<file path="src/rtl/fetch.sv">
// ---------------------------------------------------------------------------
// fetch -- instruction fetch stage of the sm83 core (directly upstream of decode)
//
// Owns the program counter and issues single-byte reads on the memory bus.
// Each opcode byte is handed to decode/control through a valid/ready handshake.
// The stage tracks the CB-prefix state and fetches 1-2 immediate bytes when
// decode asks for them. It also handles branch redirects and HALT.
//
// Parameters
//   RESET_PC       PC value loaded on reset (boot ROM entry)
//
// Ports
//   clk            core clock, all state changes on the rising edge
//   rst            synchronous reset, active-high
//   mem_addr       read address (equals PC while mem_rd_req=1)
//   mem_rd_req     read request, held until mem_rd_ack
//   mem_rd_ack     read complete; mem_rd_data is valid in this cycle
//   mem_rd_data    read data
//   o_instr        opcode byte presented to decode
//   o_instr_valid  o_instr valid, held until consumed
//   i_instr_ready  consumer accepts o_instr (valid && ready = consume)
//   o_op_pc        address o_instr was fetched from
//   o_is_instr16   o_instr is the byte following a CB prefix
//   i_is_instr16   decode: the current o_instr is the CB prefix
//   i_imm_len      immediates to fetch after this opcode (0..2), taken on consume
//   o_imm          immediate: byte0 in [7:0], byte1 in [15:8] (0 when len=1)
//   o_imm_valid    o_imm complete, held until i_imm_ready
//   i_imm_ready    consumer accepts o_imm
//   i_halt         consumed opcode is HALT, taken on consume
//   i_wake         interrupt pending, leaves HALTED
//   i_redirect     load PC from i_redirect_pc and flush the stage (top priority)
//   i_redirect_pc  branch/call/ret/rst/interrupt target
//   o_halted       stage is halted
// ---------------------------------------------------------------------------
module fetch #(
  parameter logic [15:0] RESET_PC = 16'h0000
) (
  input  logic        clk,
  input  logic        rst,
  output logic [15:0] mem_addr,
  output logic        mem_rd_req,
  input  logic        mem_rd_ack,
  input  logic [7:0]  mem_rd_data,
  output logic [7:0]  o_instr,
  output logic        o_instr_valid,
  input  logic        i_instr_ready,
  output logic [15:0] o_op_pc,
  output logic        o_is_instr16,
  input  logic        i_is_instr16,
  input  logic [1:0]  i_imm_len,
  output logic [15:0] o_imm,
  output logic        o_imm_valid,
  input  logic        i_imm_ready,
  input  logic        i_halt,
  input  logic        i_wake,
  input  logic        i_redirect,
  input  logic [15:0] i_redirect_pc,
  output logic        o_halted
);

  typedef enum logic [2:0] {
    S_FETCH_OP,
    S_HOLD_OP,
    S_FETCH_IMM_LO,
    S_FETCH_IMM_HI,
    S_HOLD_IMM,
    S_HALTED
  } state_t;

  state_t      r_state;
  state_t      w_state_nxt;

  logic [15:0] r_pc;
  logic        r_boot;
  logic [7:0]  r_instr;
  logic        r_instr_valid;
  logic [15:0] r_op_pc;
  logic        r_is_instr16;
  logic [15:0] r_imm;
  logic        r_imm_valid;
  logic [1:0]  r_imm_len;

  logic        w_fetch_state;
  logic        w_rd_req;
  logic        w_ack;
  logic        w_consume;
  logic        w_imm_take;

  // The request is held low for the single cycle following reset. An ack that
  // belongs to a read aborted by reset can still arrive in that cycle. The
  // ack is then ignored because it is gated with the request.
  assign w_fetch_state = (r_state == S_FETCH_OP) ||
                         (r_state == S_FETCH_IMM_LO) ||
                         (r_state == S_FETCH_IMM_HI);
  assign w_rd_req      = w_fetch_state && !r_boot;
  assign w_ack         = w_rd_req && mem_rd_ack;
  assign w_consume     = (r_state == S_HOLD_OP) && r_instr_valid && i_instr_ready;
  assign w_imm_take    = (r_state == S_HOLD_IMM) && r_imm_valid && i_imm_ready;

  assign mem_addr      = r_pc;
  assign mem_rd_req    = w_rd_req;
  assign o_instr       = r_instr;
  assign o_instr_valid = r_instr_valid;
  assign o_op_pc       = r_op_pc;
  assign o_is_instr16  = r_is_instr16;
  assign o_imm         = r_imm;
  assign o_imm_valid   = r_imm_valid;
  assign o_halted      = (r_state == S_HALTED);

  always_ff @(posedge clk) begin
    if (rst) begin
      r_state <= S_FETCH_OP;
    end else begin
      r_state <= w_state_nxt;
    end
  end

  always_comb begin
    w_state_nxt = r_state;
    case (r_state)
      S_FETCH_OP: begin
        if (w_ack) begin
          w_state_nxt = S_HOLD_OP;
        end
      end
      S_HOLD_OP: begin
        if (w_consume) begin
          if (i_is_instr16) begin
            w_state_nxt = S_FETCH_OP;
          end else if (i_imm_len != 2'd0) begin
            w_state_nxt = S_FETCH_IMM_LO;
          end else if (i_halt) begin
            w_state_nxt = S_HALTED;
          end else begin
            w_state_nxt = S_FETCH_OP;
          end
        end
      end
      S_FETCH_IMM_LO: begin
        if (w_ack) begin
          w_state_nxt = (r_imm_len == 2'd1) ? S_HOLD_IMM : S_FETCH_IMM_HI;
        end
      end
      S_FETCH_IMM_HI: begin
        if (w_ack) begin
          w_state_nxt = S_HOLD_IMM;
        end
      end
      S_HOLD_IMM: begin
        if (w_imm_take) begin
          w_state_nxt = S_FETCH_OP;
        end
      end
      S_HALTED: begin
        if (i_wake) begin
          w_state_nxt = S_FETCH_OP;
        end
      end
      default: w_state_nxt = S_FETCH_OP;
    endcase
    // A redirect overrides every other event, including a halt.
    if (i_redirect) begin
      w_state_nxt = S_FETCH_OP;
    end
  end

  always_ff @(posedge clk) begin
    if (rst) begin
      r_pc          <= RESET_PC;
      r_boot        <= 1'b1;
      r_instr       <= '0;
      r_instr_valid <= 1'b0;
      r_op_pc       <= '0;
      r_is_instr16  <= 1'b0;
      r_imm         <= '0;
      r_imm_valid   <= 1'b0;
      r_imm_len     <= '0;
    end else begin
      r_boot <= 1'b0;
      if (i_redirect) begin
        // A read completing in this cycle is dropped. A consume in this cycle
        // still retires the byte, but its immediate and halt requests are lost.
        r_pc          <= i_redirect_pc;
        r_instr_valid <= 1'b0;
        r_imm_valid   <= 1'b0;
        r_is_instr16  <= 1'b0;
      end else begin
        case (r_state)
          S_FETCH_OP: begin
            if (w_ack) begin
              r_instr       <= mem_rd_data;
              r_op_pc       <= r_pc;
              r_pc          <= r_pc + 16'd1;
              r_instr_valid <= 1'b1;
            end
          end
          S_HOLD_OP: begin
            if (w_consume) begin
              r_instr_valid <= 1'b0;
              // Set when the consumed byte is the CB prefix. Cleared when the
              // consumed byte was itself presented as a CB suffix.
              r_is_instr16  <= i_is_instr16;
              if (!i_is_instr16 && (i_imm_len != 2'd0)) begin
                r_imm_len <= i_imm_len;
              end
            end
          end
          S_FETCH_IMM_LO: begin
            if (w_ack) begin
              r_imm[7:0] <= mem_rd_data;
              r_pc       <= r_pc + 16'd1;
              if (r_imm_len == 2'd1) begin
                r_imm[15:8] <= '0;
                r_imm_valid <= 1'b1;
              end
            end
          end
          S_FETCH_IMM_HI: begin
            if (w_ack) begin
              r_imm[15:8] <= mem_rd_data;
              r_pc        <= r_pc + 16'd1;
              r_imm_valid <= 1'b1;
            end
          end
          S_HOLD_IMM: begin
            if (w_imm_take) begin
              r_imm_valid <= 1'b0;
            end
          end
          default: ;
        endcase
      end
    end
  end

endmodule

</file>
<file path="config.mk">
export PLATFORM = sky130hd
export DESIGN_NAME = fetch
export DESIGN_NICKNAME = d
export VERILOG_FILES = /design/src/rtl/fetch.sv
export SDC_FILE = /design/constraint.sdc
export NUM_CORES = 1
export LEC_CHECK = 0
export BUFFER_PORTS_ARGS = -buffer_cell sky130_fd_sc_hd__clkbuf_2
export CORE_MARGIN = 2
export CORE_UTILIZATION = 49
export DETAILED_ROUTE_END_ITERATION = 6
export PLACE_DENSITY = 0.88
export SKIP_CTS_REPAIR_TIMING = 1
export SLEW_MARGIN = 10
export SYNTH_ARGS = -nofsm -noshare
export SYNTH_HDL_FRONTEND = slang
export SYNTH_SLANG_ARGS = --single-unit
export TNS_END_PERCENT = 10
</file>
<file path="constraint.sdc">
create_clock -name clk -period 1.8 [get_ports clk]
set_input_delay 0.36 -clock clk [delete_from_list [all_inputs] [get_ports clk]]
set_output_delay 0.36 -clock clk [all_outputs]
set_load 0.1 [all_outputs]
</file>
=== Word level (Yosys, flattened, before mapping) ===
Index checks and enable logic that the tools add are counted.

* Register bits after elaboration: 65
* Input port bits: 35
* Output and inout bits: 61
* Logic and storage cells: 81

* $add $sub $neg: 1
* Equality and inequality tests: 13
* Mux-type cells: 26
* Bitwise operators: 1
* Reductions and logical operators: 29

{| class="wikitable"
|+ Operator list
! operator !! count
|-
| 16-bit 2-to-1 mux || 4
|-
| 3-bit 2-to-1 mux || 10
|-
| 3-bit one-hot mux with 6 select lines || 1
|-
| 16-bit by 1-bit adder with 16-bit output, second input constant || 1
|-
| 8-bit 2-to-1 mux || 2
|-
| 8-bit one-hot mux with 2 select lines || 1
|-
| 2-bit != test, second input constant || 6
|-
| 5-bit AND reduction || 2
|-
| 2-bit nonzero test || 5
|-
| 3-bit AND reduction || 3
|-
| 1-bit logical AND || 7
|-
| 3-bit by 2-bit equality test with 1-bit output, second input constant || 2
|-
| 3-bit equality test, second input constant || 2
|-
| 1-bit 2-to-1 mux || 6
|-
| 6-bit AND reduction || 1
|-
| 2-bit AND reduction || 2
|-
| 4-bit AND reduction || 1
|-
| 3-bit by 1-bit equality test with 1-bit output, second input constant || 1
|-
| 3-bit zero test || 1
|-
| 1-bit one-hot mux with 3 select lines || 1
|-
| 3-bit nonzero test || 1
|-
| 3-bit OR reduction || 1
|-
| 2-bit by 1-bit equality test with 1-bit output, second input constant || 1
|-
| 1-bit zero test || 2
|-
| other kinds (5) || 6
|}

=== Depth between registers and ports, before layout ===
Gate-level depths: netlist of run 1.

* Depth after elaboration: 8
* Depth in mapped cells: 6
* Gate-level depth less buffers: 6

=== Worst setup path before layout of run 1 ===
OpenSTA, ideal clock, no wires.

* Path type: register to output
* Start: register r_state[1]
* End: output mem_rd_req
* Data arrival time: 2639 ps
* Required time: 1440 ps
* Path slack: -1199 ps
* Stages on the path, launching flop included: 3
* Buffers on the path: 0
* Cell sequence: dfxtp_1 -> and2b_1 -> nor3_1

* Longest elaborated chain between the ends: 4
* Elaborated cells between the ends (all ways): 6
* Classes of those cells: 2 x eq/ne; 4 x reduce/logical

{| class="wikitable"
|+ RTL lines
! item !! line !! RTL
|-
| start: declaration || 70 || <nowiki>state_t r_state;</nowiki>
|-
| start signal: assignment || 114 || <nowiki>r_state <= w_state_nxt;</nowiki>
|-
| 3-bit by 2-bit equality test with 1-bit output or 3-bit zero test (tied branches) || 93, 92 ||
|-
| 1-bit logical OR || 92 || <nowiki>assign w_fetch_state = (r_state == S_FETCH_OP) ||</nowiki>
|-
| 1-bit logical OR * || 93 || <nowiki>(r_state == S_FETCH_IMM_LO) ||</nowiki>
|-
| 1-bit logical AND * || 95 || <nowiki>assign w_rd_req = w_fetch_state && !r_boot;</nowiki>
|-
| end: declaration || 41 || <nowiki>output logic mem_rd_req,</nowiki>
|}

Every way passes the cells marked *; elsewhere a longest branch is shown, timed or not.

=== Final worst setup path of run 1 ===
* Start: register r_state[0]
* End: output mem_rd_req

The elaborated chain is that of the path after synthesis.

==> summary.md, run 1 <==
| Metric | Value |
|---|---|
| Status | `completed` |
| Max-Cap Viols | `0` |
| Worst skew pair latency | `340 ps` |
| Crit path cell chain | `buf_4 > and2b_1 > nor3_4 > buf_12` |
| CTS tree | `done` |
| Crit. Startpoint | `r_state[0]$_SDFFE_PP0P_` |
| Setup TNS | `0 ps` |
| Port bufs | `95` |
| Number of fill cells | `482` |
| Critical R2R Launch | `r_state[1]$_SDFFE_PP0P_` |
| Metal2 WL | `3360 um` |
| Initial antenna violation count | `0` |
| Post-Syn Area | `0.00282 sq mm` |
| Cell taking the most area after synthesis | `dfxtp_1` |
| Total grt overflow | `0` |
| CP delay by family, top | `simple AND/OR/NAND/NOR gates` |
| CP Buf/Inv Count | `2` |
| Placed Area | `0.00346 sq mm` |
| Per-cell routed wire length | `14.0 um` |
| Gpl congestion | `0.772` |
| Unrepaired setup endpoints after global routing | `yes` |
| Layout cells sized above 1 | `32.8%` |
| Final hold vios | `0` |
| Library cells used by synthesis | `47` |
| Core area | `0.00554 sq mm` |
| Fin crit period | `1770 ps` |
| H-tree depth | `3` |
| Synth Flop Type | `dfxtp_1` |
| Rel. slew slack | `62.4%` |
| Initial core utilization | `50.9%` |
| Number of setup violations in the final report | `0` |
| Setup crit end kind | `output port` |
| Worst slew pin tran | `566 ps` |
| Fmax | `566 MHz` |
| DRT Pass-1 Iters | `4` |
| Via count | `2713` |
| Largest stage delay, worst path | `310 ps` |
| Hold Crit Class | `in -> reg` |
| Clock Pin Slew Worst Setup and Hold Paths | `70 ps` |
| DRT iter0 DRCs | `137` |
| Clk_skew | `9.20 ps` |
| Asr flop ratio synth | `0%` |
| CTS Sinks | `65` |
| Yosys top cell area share | `46.2%` |
| Area grow syn2layout | `30.2%` |
| Leakage power | `1.58 nW` |
| Final ANT Viol Nets | `0` |
| Crit Path Category | `reg -> out` |
| # IOs | `96` |
| Most area-consuming cells after synthesis | `dfxtp_1, nand2_1, mux2i_1` |
| Post-route cell area | `0.00367 sq mm` |
| Top Layer Used | `met4` |
| Yosys warning total | `0` |
| Root buffer cell | `clkbuf_8` |
| Top post-synthesis cells by count | `nand2_1, dfxtp_1, a21oi_1, nor2_1, mux2i_1` |
| Die width | `79.9 um` |
| Syn_nets | `364` |
| Die Area | `0.00638 sq mm` |
| Register area share after synthesis | `46.2%` |
| Cell Pwr Density | `907 mW/mm^2` |
| WL met3 | `606 um` |
| M1 WL | `2930 um` |
| Total track usage | `23.7%` |
| Num CTS Buffers | `9` |
| Post-DP HPWL | `5220 um` |
| NumNets Final | `467` |
| Hold Startpoint | `i_redirect_pc[3]` |
| Die Span Y | `79.9 um` |
| Critical path peak fanout | `12` |
| Final Slew Violations | `0` |
| Avg Inst Size Synth | `8.59 sq um` |
| Vias in the first global route | `2637` |
| Period utilization | `98.2%` |
| Count of flip-flops with a built-in enable after synthesis | `0` |
| First-pass GRT wire length | `11800 um` |
| Max rail drop VDD | `0.000566 V` |
| Critical path data required time | `1440 ps` |
| Worst Path Arrival | `1410 ps` |
| Largest net degree at the start of global routing | `32` |
| Worst Setup Start Kind | `flop` |
| Row cnt | `27` |
| Slowest library cell on the worst path | `dfxtp_1` |
| Max Root-Sink Buffers | `2` |
| Post-Route WL | `7100 um` |
| Synthesis-stage register bit count | `65` |
| Most frequent cell after synthesis | `nand2_1` |
| Antenna cells | `0` |
| Via density | `5.34` |
| DRC violations left | `0` |
| Cell count after synthesis | `328` |
[report_power, final]
part,internal [mW],switching (mW),total (mW)
registers,1.48,0.0442,1.52
logic,0.124,0.426,0.550
clock network,0.648,0.608,1.26
[sequential cells by signal, indices dropped and copies added (netlist names)]
name,count
o_op_pc,16
r_imm_len,2
o_instr_valid,1
mem_addr,16
r_state,3
o_imm,16
o_imm_valid,1
r_boot,1
o_is_instr16,1
o_instr,8
[worst reg2reg max path, stage by stage, from the launching register on]
cell,delay [ps]
dfxtp_2,410
or2b_4,190
nand3_4,130
or4_4,600
mux2i_1,220
nor2_1,60
[layout by cell type (no fill, tap or decap), drive strengths merged, types with 6 or more instances in the layout]
master  Yosys  final
a211oi     10     10
a21oi      35     35
dfxtp      65     65
xor2        7      7
nor2       33     33
mux2i      19     19
nand4       6      6
xnor2       6      6
buf         6     15
nand2      70     70
inv         4      6
clkbuf     10    102
nand2b      9      9
[metrics by stage]
stage	std cells	worst slack (ps)	util, %	hold slack (ps)	total power, mW
5_1_grt	508	-36.2	66.2	227	3.45
2_1_floorplan	328	-329	-	388	1.96
3_5_place_dp	492	46.2	62.4	446	2.11
6_report	508	33.1	66.2	230	3.33
3_3_place_gp	492	136	62.4	441	2.09
4_1_cts	508	-176	66.1	223	3.35
[path summary, 6_finish.rpt]
kind / cells past startpoint / endpoint / slack, ps
setup reg to reg: 5 / o_imm[2]$_SDFFE_PP0P_ / 80
hold reg to reg: 2 / o_op_pc[15]$_SDFFE_PP0P_ / 460
setup / recovery: 4 / mem_rd_req / 30
hold / removal: 3 / mem_addr[3]$_SDFFE_PP0P_ / 230
[layout make-up]
| class | count | area, sq um | area share, % |
|---|---|---|---|
| sequential | 65 | 1310 | 35.7 |
| clock inverter | 7 | 77.6 | 2.11 |
| clock buffer | 9 | 124 | 3.38 |
| multi-input combinational | 243 | 1450 | 39.5 |
| timing repair buffer | 108 | 603 | 16.4 |
| inverter | 4 | 15.0 | 0.409 |
| tap | 72 | 90.1 | 2.45 |
[kinds of logic (layout without fill, tap and decap cells)]
family,count (synthesis),in the layout,synth area share [%]
xor+xnor,13,13,4.04
buf+inv,20,128,3.11
compound gates,57,57,11.9
fa+ha+maj,1,1,0.444
simple gates,153,153,27.6
flops,65,65,46.2
mux,19,19,6.75
[metal layers]
layer | vias up | track usage [%]
met4 | 0 | 13.4
met1 | 1259 | 27.9
met5 | - | 0
met2 | 107 | 38.8
met3 | 15 | 6.33
li1 | 1332 | -
No activity file was read; power rests on OpenSTA's default activity.
==> run 2, diff against run 1 <==
--- a/config.mk
+++ b/config.mk
@@ -10,6 +10,7 @@
 export CORE_UTILIZATION = 49
 export DETAILED_ROUTE_END_ITERATION = 6
 export PLACE_DENSITY = 0.88
+export REMOVE_ABC_BUFFERS = 1
 export SKIP_CTS_REPAIR_TIMING = 1
 export SLEW_MARGIN = 10
 export SYNTH_ARGS = -nofsm -noshare
==> run 2 against run 1 <==
- utilization rose by 0.090 points
- power fell by 3.4%
- clock skew rose by 1.5 ps
- first-iteration DRC count fell by 47%
- cell count rose by 0.79%
- final area rose by 0.14%
- highest routed layer unchanged
==> summary.md, run 2 (synthesis results as in run 1) <==
| Metric | Value |
|---|---|
| Total track usage | `22.6% (was 23.7%)` |
| Period utilization | `99.4% (was 98.2%)` |
| Die Span Y | `79.9 um (unchanged)` |
| Max rail drop VDD | `0.000517 V (was 0.000566 V)` |
| Commonest non-fill, non-tap cell in the layout | `clkbuf_2 (unchanged)` |
| Cell Pwr Density | `875 mW/mm^2 (was 907 mW/mm^2)` |
| Initial core utilization | `50.9% (unchanged)` |
| Layout cells sized above 1 | `31.8% (was 32.8%)` |
| Per-cell routed wire length | `13.8 um (was 14.0 um)` |
| Gpl congestion | `0.812 (was 0.772)` |
| Total grt overflow | `0 (unchanged)` |
| Initial antenna violation count | `0 (unchanged)` |
| Max-Cap Viols | `0 (unchanged)` |
| Layout Cells excl Fill | `512 (was 508)` |
| Hold Crit Class | `in -> reg (unchanged)` |
| Clk_skew | `10.7 ps (was 9.20 ps)` |
| Largest net degree at the start of global routing | `48 (was 32)` |
| Die width | `79.9 um (unchanged)` |
| Core area | `0.00554 sq mm (unchanged)` |
| Slowest library cell on the worst path | `dfxtp_1 (unchanged)` |
| Status | `completed (unchanged)` |
| Worst slew pin tran | `566 ps (about the same)` |
| Number of setup violations in the final report | `0 (unchanged)` |
| FF-to-FF setup slack | `80 ps (about the same)` |
| Total power | `3.22 mW (was 3.33 mW)` |
| Unrepaired setup endpoints after global routing | `yes (unchanged)` |
| Crit Path Category | `reg -> out (unchanged)` |
| Via count | `2643 (was 2713)` |
| Port bufs | `95 (unchanged)` |
| Commonest non-fill, non-tap cells in the layout | `clkbuf_2, nand2_1, dfxtp_1, a21oi_1, nor2_1 (unchanged)` |
| Top Layer Used | `met4 (unchanged)` |
| DRT iter0 DRCs | `72 (was 137)` |
| Vias in the first global route | `2483 (was 2637)` |
| CP delay by family, top | `simple AND/OR/NAND/NOR gates (unchanged)` |
| Largest stage delay, worst path | `310 ps (about the same)` |
| # IOs | `96 (unchanged)` |
| Num CTS Buffers | `9 (unchanged)` |
| Worst skew pair latency | `330 ps (was 340 ps)` |
| Post-Route WL | `7070 um (was 7100 um)` |
| Final hold vios | `0 (unchanged)` |
| DRT Pass-1 Iters | `4 (unchanged)` |
| Fin crit period | `1790 ps (was 1770 ps)` |
| CTS tree | `done (unchanged)` |
| Hold_ws | `245 ps (was 230 ps)` |
| Root buffer cell | `clkbuf_8 (unchanged)` |
| Final ANT Viol Nets | `0 (unchanged)` |
| CP Buf/Inv Count | `2 (unchanged)` |
| Critical path data required time | `1440 ps (about the same)` |
| H-tree depth | `3 (unchanged)` |
| Placed cell count | `497 (was 492)` |
| Fmax | `559 MHz (was 566 MHz)` |
| Row cnt | `27 (unchanged)` |
| Clock Pin Slew Worst Setup and Hold Paths | `70 ps (about the same)` |
| CTS Sinks | `65 (unchanged)` |
| NumNets Final | `472 (was 467)` |
| First-pass GRT wire length | `11200 um (was 11800 um)` |
| Worst Setup Start Kind | `flop (unchanged)` |
| Post-DP HPWL | `5080 um (was 5220 um)` |
| Final Slew Violations | `0 (unchanged)` |
| Setup crit end kind | `output port (unchanged)` |
| M1 WL | `3140 um (was 2930 um)` |
| Area grow syn2layout | `30.4% (was 30.2%)` |
| Via density | `5.16 (was 5.34)` |
| Leakage power | `1.60 nW (was 1.58 nW)` |
| Metal2 WL | `3490 um (was 3360 um)` |
| WL met3 | `294 um (was 606 um)` |
| Rel. slew slack | `62.4% (about the same)` |
| Die Area | `0.00638 sq mm (unchanged)` |
| DRC violations left | `0 (unchanged)` |
| Max Root-Sink Buffers | `2 (unchanged)` |
| Antenna cells | `0 (unchanged)` |
| Crit path cell chain | `buf_4 > and2b_1 > nor3_4 > buf_12 (unchanged)` |
| Critical path peak fanout | `12 (unchanged)` |
| Worst Path Arrival | `1430 ps (was 1410 ps)` |
==> run 2: cell types whose count changed in the layout (fill, tap and decap cells not counted), moves of 2 or more <==
cell | previous run | this run
buf_4 | 13 | 18
clkbuf_8 | 9 | 12
clkinvlp_4 | 4 | 1
dfxtp_1 | 57 | 63
dfxtp_2 | 8 | 2
inv_6 | 2 | 0
==> run 2: power breakdown <==
part	leakage, nW	switching (mW)	internal, mW
Sequential	0.530	0.0384	1.48
Clock	0.0915	0.531	0.604
Combinational	0.980	0.433	0.132
==> run 2: layout make-up <==
cell class	instances	area [sq um]
flip-flops and latches	65	1300
well taps	72	90.1
inverters	4	15.0
fillers	481	1870
repair buffers	113	641
clock buffers	13	169
clock inverters	2	12.5
multi-input cells	243	1440
==> run 2: through the flow <==
stage	TNS, ps	setup slack (ps)	util, %	instance area, sq um
2_1_floorplan	-6620	-1210	-	2750
3_3_place_gp	0	109	62.8	3480
3_5_place_dp	0	41.8	62.8	3480
4_1_cts	-198	-138	66.0	3660
5_1_grt	-51.7	-26.2	66.3	3670
6_report	0	11.1	66.3	3670
==> run 2: tightest hold or removal path: cells and delay by family <==
family                 cells  cell delay (ps)
buffers and inverters      1               80
AND/OR/NAND/NOR            1               50
AO/OA/AOI/OAI              1               50
==> run 2: worst paths after layout <==
check | startpoint | to | depth (start not counted)
worst max register to register | r_state[0]$_SDFFE_PP0P_ | r_state[2]$_SDFFE_PP0P_ | 6
worst min-delay path | i_redirect_pc[2] | mem_addr[2]$_SDFFE_PP0P_ | 3
worst min register to register | o_instr[1]$_SDFFE_PP0P_ | o_instr[1]$_SDFFE_PP0P_ | 2
worst max-delay path | r_state[0]$_SDFFE_PP0P_ | mem_rd_req | 4
==> run 2: per-layer routing <==
metal	up-vias	GRT usage, %
met5	-	0
met4	0	10.7
met3	12	5.09
met2	72	38.1
met1	1219	27.3
li1	1340	-
